## src/rtl/bonus_ship_pkg.sv

```systemverilog
`default_nettype none
// ============================================================================
// Module      : bonus_ship_pkg
// Description : Shared types and constants for the bonus ship scheduler.
// Revision    : 1.0 - initial release
// ============================================================================
package bonus_ship_pkg;

    typedef enum logic [1:0] {
        ST_IDLE    = 2'd0,
        ST_WAIT    = 2'd1,
        ST_FLYING  = 2'd2,
        ST_EXPLODE = 2'd3
    } bonus_state_t;

    // Fibonacci taps 16,14,13,11 expressed as bit positions 15,13,12,10
    localparam logic [15:0] LFSR_TAPS = 16'hB400;

    localparam int unsigned SCORE_ENTRIES = 15;

    localparam logic [8:0] SCORE_TABLE [SCORE_ENTRIES] = '{
        9'd100, 9'd50,  9'd50,  9'd100, 9'd150,
        9'd100, 9'd100, 9'd50,  9'd300, 9'd100,
        9'd100, 9'd100, 9'd50,  9'd150, 9'd100
    };

    function automatic logic [8:0] score_lookup(input logic [3:0] idx);
        score_lookup = 9'd0;
        if (idx < 4'(SCORE_ENTRIES)) begin
            score_lookup = SCORE_TABLE[idx];
        end
    endfunction

endpackage : bonus_ship_pkg
`default_nettype wire

```

## src/rtl/bonus_ship_scheduler_lfsr16.sv

```systemverilog
`default_nettype none
// ============================================================================
// Module      : lfsr16
// Description : Free-running seeded 16-bit Fibonacci LFSR.
// Revision    : 1.0 - initial release
// ============================================================================
module lfsr16
    import bonus_ship_pkg::*;
#(
    parameter logic [15:0] SEED = 16'hACE1
) (
    input  logic        clk,
    input  logic        reset,
    output logic [15:0] value_o
);

    logic [15:0] lfsr_q;
    logic [15:0] lfsr_d;
    logic        feedback;

    assign feedback = ^(lfsr_q & LFSR_TAPS);
    assign lfsr_d   = {lfsr_q[14:0], feedback};

    always_ff @(posedge clk or posedge reset) begin
        if (reset) begin
            lfsr_q <= SEED;
        end else begin
            lfsr_q <= lfsr_d;
        end
    end

    assign value_o = lfsr_q;

endmodule : lfsr16
`default_nettype wire

```

## src/rtl/bonus_ship_scheduler.sv

```systemverilog
`default_nettype none
// ============================================================================
// Module      : bonus_ship_scheduler
// Description : Bonus ship pass sequencing: spawn timing, direction, life,
//               explosion window and hit scoring.
// Revision    : 1.0 - initial release
// ============================================================================
module bonus_ship_scheduler
    import bonus_ship_pkg::*;
#(
    parameter int unsigned MIN_DELAY_FRAMES = 600,
    parameter int unsigned DELAY_RANGE_BITS = 9,
    parameter int unsigned EXPLODE_FRAMES   = 30,
    parameter int unsigned LOW_LIMIT_Y      = 320,
    parameter logic [15:0] LFSR_SEED        = 16'hACE1
) (
    input  logic        clk,
    input  logic        reset,
    input  logic        startOfFrame,
    input  logic        playGame,
    input  logic        bonusFireCollision,
    input  logic        shipExited,
    input  logic        playerShot,
    input  logic [10:0] alienMatrixYPosition,
    output logic        spawn,
    output logic        spawnDirRight,
    output logic        shipActive,
    output logic        explodeActive,
    output logic        scoreValid,
    output logic [8:0]  scoreValue
);

    bonus_state_t state_q, state_d;
    logic [15:0]  cnt_q, cnt_d;
    logic [3:0]   shot_q, shot_d;
    logic         spawn_q, spawn_d;
    logic         dir_q, dir_d;
    logic         score_valid_q, score_valid_d;
    logic [8:0]   score_value_q, score_value_d;

    logic [15:0]  lfsr_value;
    logic [15:0]  delay_w;
    logic         aliens_high_w;
    logic         lfsr_unused;

    lfsr16 #(
        .SEED    (LFSR_SEED)
    ) u_lfsr (
        .clk     (clk),
        .reset   (reset),
        .value_o (lfsr_value)
    );

    assign lfsr_unused   = ^lfsr_value[15:DELAY_RANGE_BITS];
    assign delay_w       = 16'(MIN_DELAY_FRAMES) + 16'(lfsr_value[DELAY_RANGE_BITS-1:0]);
    assign aliens_high_w = (alienMatrixYPosition <= 11'(LOW_LIMIT_Y));

    always_comb begin
        state_d       = state_q;
        cnt_d         = cnt_q;
        shot_d        = shot_q;
        spawn_d       = 1'b0;
        dir_d         = dir_q;
        score_valid_d = 1'b0;
        score_value_d = score_value_q;

        if (playerShot) begin
            shot_d = (shot_q == 4'(SCORE_ENTRIES - 1)) ? 4'd0 : shot_q + 4'd1;
        end

        // Leaving the game overrides every in-flight transition and pulse
        if (!playGame) begin
            state_d = ST_IDLE;
        end else begin
            case (state_q)
                ST_IDLE: begin
                    state_d = ST_WAIT;
                    cnt_d   = delay_w;
                end
                ST_WAIT: begin
                    if (startOfFrame) begin
                        if (cnt_q != 16'd0) begin
                            cnt_d = cnt_q - 16'd1;
                        end else if (aliens_high_w) begin
                            state_d = ST_FLYING;
                            spawn_d = 1'b1;
                            dir_d   = shot_q[0];
                        end
                    end
                end
                ST_FLYING: begin
                    if (bonusFireCollision) begin
                        state_d       = ST_EXPLODE;
                        score_valid_d = 1'b1;
                        score_value_d = score_lookup(shot_q);
                        cnt_d         = 16'(EXPLODE_FRAMES - 1);
                    end else if (shipExited) begin
                        state_d = ST_WAIT;
                        cnt_d   = delay_w;
                    end
                end
                ST_EXPLODE: begin
                    if (startOfFrame) begin
                        if (cnt_q == 16'd0) begin
                            state_d = ST_WAIT;
                            cnt_d   = delay_w;
                        end else begin
                            cnt_d = cnt_q - 16'd1;
                        end
                    end
                end
                default: begin
                    state_d = ST_IDLE;
                end
            endcase
        end

        if (state_q == ST_IDLE) begin
            shot_d = 4'd0;
        end
    end

    always_ff @(posedge clk or posedge reset) begin
        if (reset) begin
            state_q       <= ST_IDLE;
            cnt_q         <= 16'd0;
            shot_q        <= 4'd0;
            spawn_q       <= 1'b0;
            dir_q         <= 1'b0;
            score_valid_q <= 1'b0;
            score_value_q <= 9'd0;
        end else begin
            state_q       <= state_d;
            cnt_q         <= cnt_d;
            shot_q        <= shot_d;
            spawn_q       <= spawn_d;
            dir_q         <= dir_d;
            score_valid_q <= score_valid_d;
            score_value_q <= score_value_d;
        end
    end

    assign spawn         = spawn_q;
    assign spawnDirRight = dir_q;
    assign shipActive    = (state_q == ST_FLYING);
    assign explodeActive = (state_q == ST_EXPLODE);
    assign scoreValid    = score_valid_q;
    assign scoreValue    = score_value_q;

endmodule : bonus_ship_scheduler
`default_nettype wire

```

## config.mk

```make
export PLATFORM = sky130hd
export DESIGN_NAME = bonus_ship_scheduler
export DESIGN_NICKNAME = d
export VERILOG_FILES = /design/src/rtl/bonus_ship_pkg.sv /design/src/rtl/bonus_ship_scheduler_lfsr16.sv /design/src/rtl/bonus_ship_scheduler.sv
export SDC_FILE = /design/constraint.sdc
export NUM_CORES = 1
export LEC_CHECK = 0
export BUFFER_PORTS_ARGS = -buffer_cell sky130_fd_sc_hd__buf_2
export CAP_MARGIN = 20
export CORE_AREA = 2 2 99 82
export DETAILED_ROUTE_END_ITERATION = 7
export DIE_AREA = 0 0 101 84
export PLACE_DENSITY = 0.57
export REMOVE_ABC_BUFFERS = 1
export SLEW_MARGIN = 20
export SYNTH_ARGS = -nofsm -noshare
export SYNTH_HDL_FRONTEND = slang
export SYNTH_SLANG_ARGS = --single-unit
```

## constraint.sdc

```tcl
create_clock -name clk -period 2.4 [get_ports clk]
set_clock_uncertainty 0.05 [all_clocks]
set_input_delay 0.12 -clock clk [delete_from_list [all_inputs] [get_ports clk]]
set_output_delay 0.12 -clock clk [all_outputs]
set_load 0.1 [all_outputs]
```

==> key figures <==
Outcome
  • Result of the run: complete, no violations

CTS
  • Worst-case clock buffer depth: 2
  • Clock latency of the later-clocked register in the worst-skew pair: 0.30 ns
  • Root buf cell: clkbuf_8
  • Clock tree from TritonCTS: yes
  • H-tree depth: 2
  • Total clock buffers created by CTS: 5
  • Clock transition at the registers of the reported paths: 0.09 ns
  • Post-CTS setup buffer count: 0
  • Sink Count: 47

Drt
  • Number of design-rule violations left by the first detailed-router iteration: 143
  • Average wire length per cell after detail routing: 14.86 um
  • Wire length after detailed routing: 6005 um
  • Vias per std cell: 5.312
  • DR vias: 2146
  • Antenna-violating nets left: 0
  • DRC violation count after routing: 0
  • Total iterations of the first detailed-routing run: 4

STA
  • Highest achievable clock rate: 423.4 MHz
  • Tightest hold margin: 0.03695 ns
  • Shortest clock period the worst path allows after layout: 2.362 ns
  • Number of max-slew violations in the final report: 0
  • Worst-margin pin slew: 0.7334 ns
  • Total count of hold-check failures in the final report: 0
  • Crit path setup slack, layout: 0.03823 ns
  • Final clock period utilization by the worst path: 98.41%
  • Worst slew margin relative to its limit: 51.00%
  • Final setup viols: 0

Global route
  • Global-route usage over all layers: 14.78%
  • Global-route wire length before repair: 9942 um
  • Largest net degree at the start of global routing: 48
  • Number of antenna violations at the first check in global routing: 0
  • Via count of the first global-routing pass: 2023
  • Overflow left after global routing: 0

Synth
  • Cell accounting for the most synthesized area: dfrtp_1
  • Count of warnings emitted by yosys: 0
  • Main flop type after synthesis: dfrtp_1
  • Biggest area contributors in the synthesized netlist: dfrtp_1 (38%), dfstp_2 (8.2%), ha_1 (4.9%)
  • Synthesized area: 2572 um2
  • Leading cell types by count after synthesis: dfrtp_1 (39), inv_1 (20), o21ai_0 (18)
  • Synthesized instance count: 262
  • Proportion of synthesized flip-flops having asynchronous set or reset: 100.0%
  • Number of enable-type register cells in the synthesized netlist: 0
  • Sequential cell area fraction in the yosys report: 46.11%
  • Most common cell in the netlist: dfrtp_1
  • Yosys top cell area share: 37.94%
  • Yosys reg bits: 47
  • Number of different library cells in the post-synthesis netlist: 59
  • Synthesized area per cell: 9.819 um2

Power and ir drop
  • Overall Power: 2.224 mW
  • Leak: 1.408 nW
  • Total power density per cell area: 722.1 nW/um2
  • Worst IR Drop VDD: 0.3014 mV

Critical path
  • Data required time at the worst endpoint: 2.58 ns
  • Worst Setup End Kind: flop
  • Arrival time reported for the critical path endpoint: 2.54 ns
  • Critical-path cell list: inv_2, ha_4, or4b_1, or4_1, a31o_1, o221a_1, o21ai_1
  • Worst flop-to-flop path startpoint: cnt_q[1]$_DFFE_PP0P_
  • Crit path buf inv count: 1
  • Crit-path max FO: 4
  • Kind of cell adding the most delay to the critical path: simple AND/OR/NAND/NOR gates
  • Startpoint type of the worst setup path: flop
  • Worst setup startpoint: cnt_q[1]$_DFFE_PP0P_
  • Delay contributed by the slowest stage of the critical path: 0.49 ns
  • CP max stage cell: or4_1
  • Critical path start-end classification: flop to flop

Floorplanning
  • Std cell rows: 29
  • Count of boundary I/O pins: 32
  • Die outline height: 84 um
  • Placeable core area: 7620 um2
  • Initial Util: 33.76%
  • Die outline area: 8484 um2
  • Horizontal die dimension: 101 um

Final layout
  • Share of post-route cells with drive strength above 1: 27.01%
  • Number of fill cells in the layout: 750
  • Layout Area Growth over Synthesis: 19.75%
  • Post-layout nets: 338
  • Ant. Diodes: 0
  • Design Area, Final: 3080 um2

Flow run
  • Number of violations of the max-capacitance limit: 0

Place
  • Instance area at placement: 2962 um2
  • Worst setup slack before clock tree synthesis: 0.03396 ns
  • DP Wirelength: 4337 um
  • RePlAce Congestion: 0.8798
  • Number of port buffers: 30

Hold path
  • Class of the most critical hold timing path: input port to flop
  • Min-delay src: playGame
==> timing repair <==
item | in CTS | in global routing
hold endpoints to repair | 39 | 0
setup endpoints to repair | 0 | 13
hold buffers | 1 | 0
gates resized for setup | 0 | 5
==> logic make-up after synthesis <==
| logic type | count (synthesis) | synth area share (%) |
|---|---|---|
| other cells | 1 | 0.1458 |
| simple gates | 79 | 17.02 |
| mux | 3 | 1.313 |
| flops | 47 | 46.11 |
| xor+xnor | 7 | 2.383 |
| compound gates | 83 | 22.62 |
| buf+inv | 32 | 5.544 |
| fa+ha+maj | 10 | 4.864 |
==> registers in the layout, indices dropped and copies added (netlist names) <==
register	count
spawnDirRight	1
shot_q	4
scoreValid	1
scoreValue	6
state_q	2
u_lfsr.value_o	16
cnt_q	16
spawn	1
==> metrics by stage <==
stage          util (%)   TNS [ns]  std cells
2_1_floorplan         -     -4.538        250
3_3_place_gp      38.87          0        395
3_5_place_dp      38.87          0        395
4_1_cts           40.25          0        404
5_1_grt           40.43  -0.001399        404
6_report          40.43          0        404
==> cell usage in the layout (no fill, tap or decap), types with 2 or more instances in the layout <==
| master | n |
|---|---|
| a21o_1 | 2 |
| a21oi_1 | 16 |
| a221oi_1 | 2 |
| a22o_1 | 7 |
| a22oi_1 | 3 |
| a311o_1 | 3 |
| a31o_2 | 2 |
| a31oi_1 | 2 |
| a32o_1 | 2 |
| buf_12 | 2 |
| buf_2 | 30 |
| buf_4 | 20 |
| clkbuf_8 | 6 |
| dfrtp_1 | 39 |
| dfstp_2 | 8 |
| ha_1 | 9 |
| inv_1 | 17 |
| inv_2 | 3 |
| mux2_2 | 2 |
| nand2_1 | 17 |
| nand2b_1 | 4 |
| nand3_1 | 6 |
| nand4_1 | 2 |
| nor2_1 | 16 |
| nor3_1 | 12 |
| nor4_1 | 5 |
| o21ai_0 | 18 |
| o22ai_1 | 4 |
| o2bb2ai_1 | 6 |
| o31ai_1 | 2 |
| or2_2 | 3 |
| or4_1 | 3 |
| xnor2_1 | 4 |
| xor2_1 | 3 |
==> area by class of cell <==
cell class                 count  area [um2]  share of cell area, %
timing repair buffer          53       350.3                  11.37
multi-input combinational    183        1257                  40.82
tap                           93       116.4                  3.777
sequential                    47        1186                  38.51
clock buffer                   7       86.33                  2.803
clock inverter                 1       8.758                 0.2843
inverter                      20       75.07                  2.437
==> tightest hold or removal path, delay by kind of cell <==
family	cells	cell delay, ns
buffers and inverters	1	0.12
AND/OR/NAND/NOR	1	0.06
AO/OA/AOI/OAI	1	0.05
==> layer usage <==
layer / track usage [%] / share of wire, % / vias up
met3: 2.764 / 4.3 / 7
met2: 20.97 / 42 / 52
met4: 4.545 / 1.4 / 0
met1: 22.55 / 52 / 1027
li1: - / - / 1060
met5: 0 / 0 / -
==> power by group <==
part | leakage, nW | switching (mW) | internal [mW] | total [mW]
Combinational | 0.753 | 0.527 | 0.263 | 0.790
Sequential | 0.607 | 0.0617 | 0.855 | 0.917
Clock | 0.0484 | 0.280 | 0.237 | 0.517
==> final timing paths <==
path	end	slack [ns]	cells after the start
max	cnt_q[6]$_DFFE_PP0P_	0.04	7
min	state_q[1]$_DFFE_PP0P_	0.04	3
max reg2reg	cnt_q[6]$_DFFE_PP0P_	0.04	7
min reg2reg	u_lfsr.value_o[15]$_DFF_PP1_	0.31	0
max in group asynchronous	u_lfsr.value_o[7]$_DFF_PP1_	1.68	4
min in group asynchronous	u_lfsr.value_o[4]$_DFF_PP0_	0.35	4
Power figures use the tool's default switching activity.
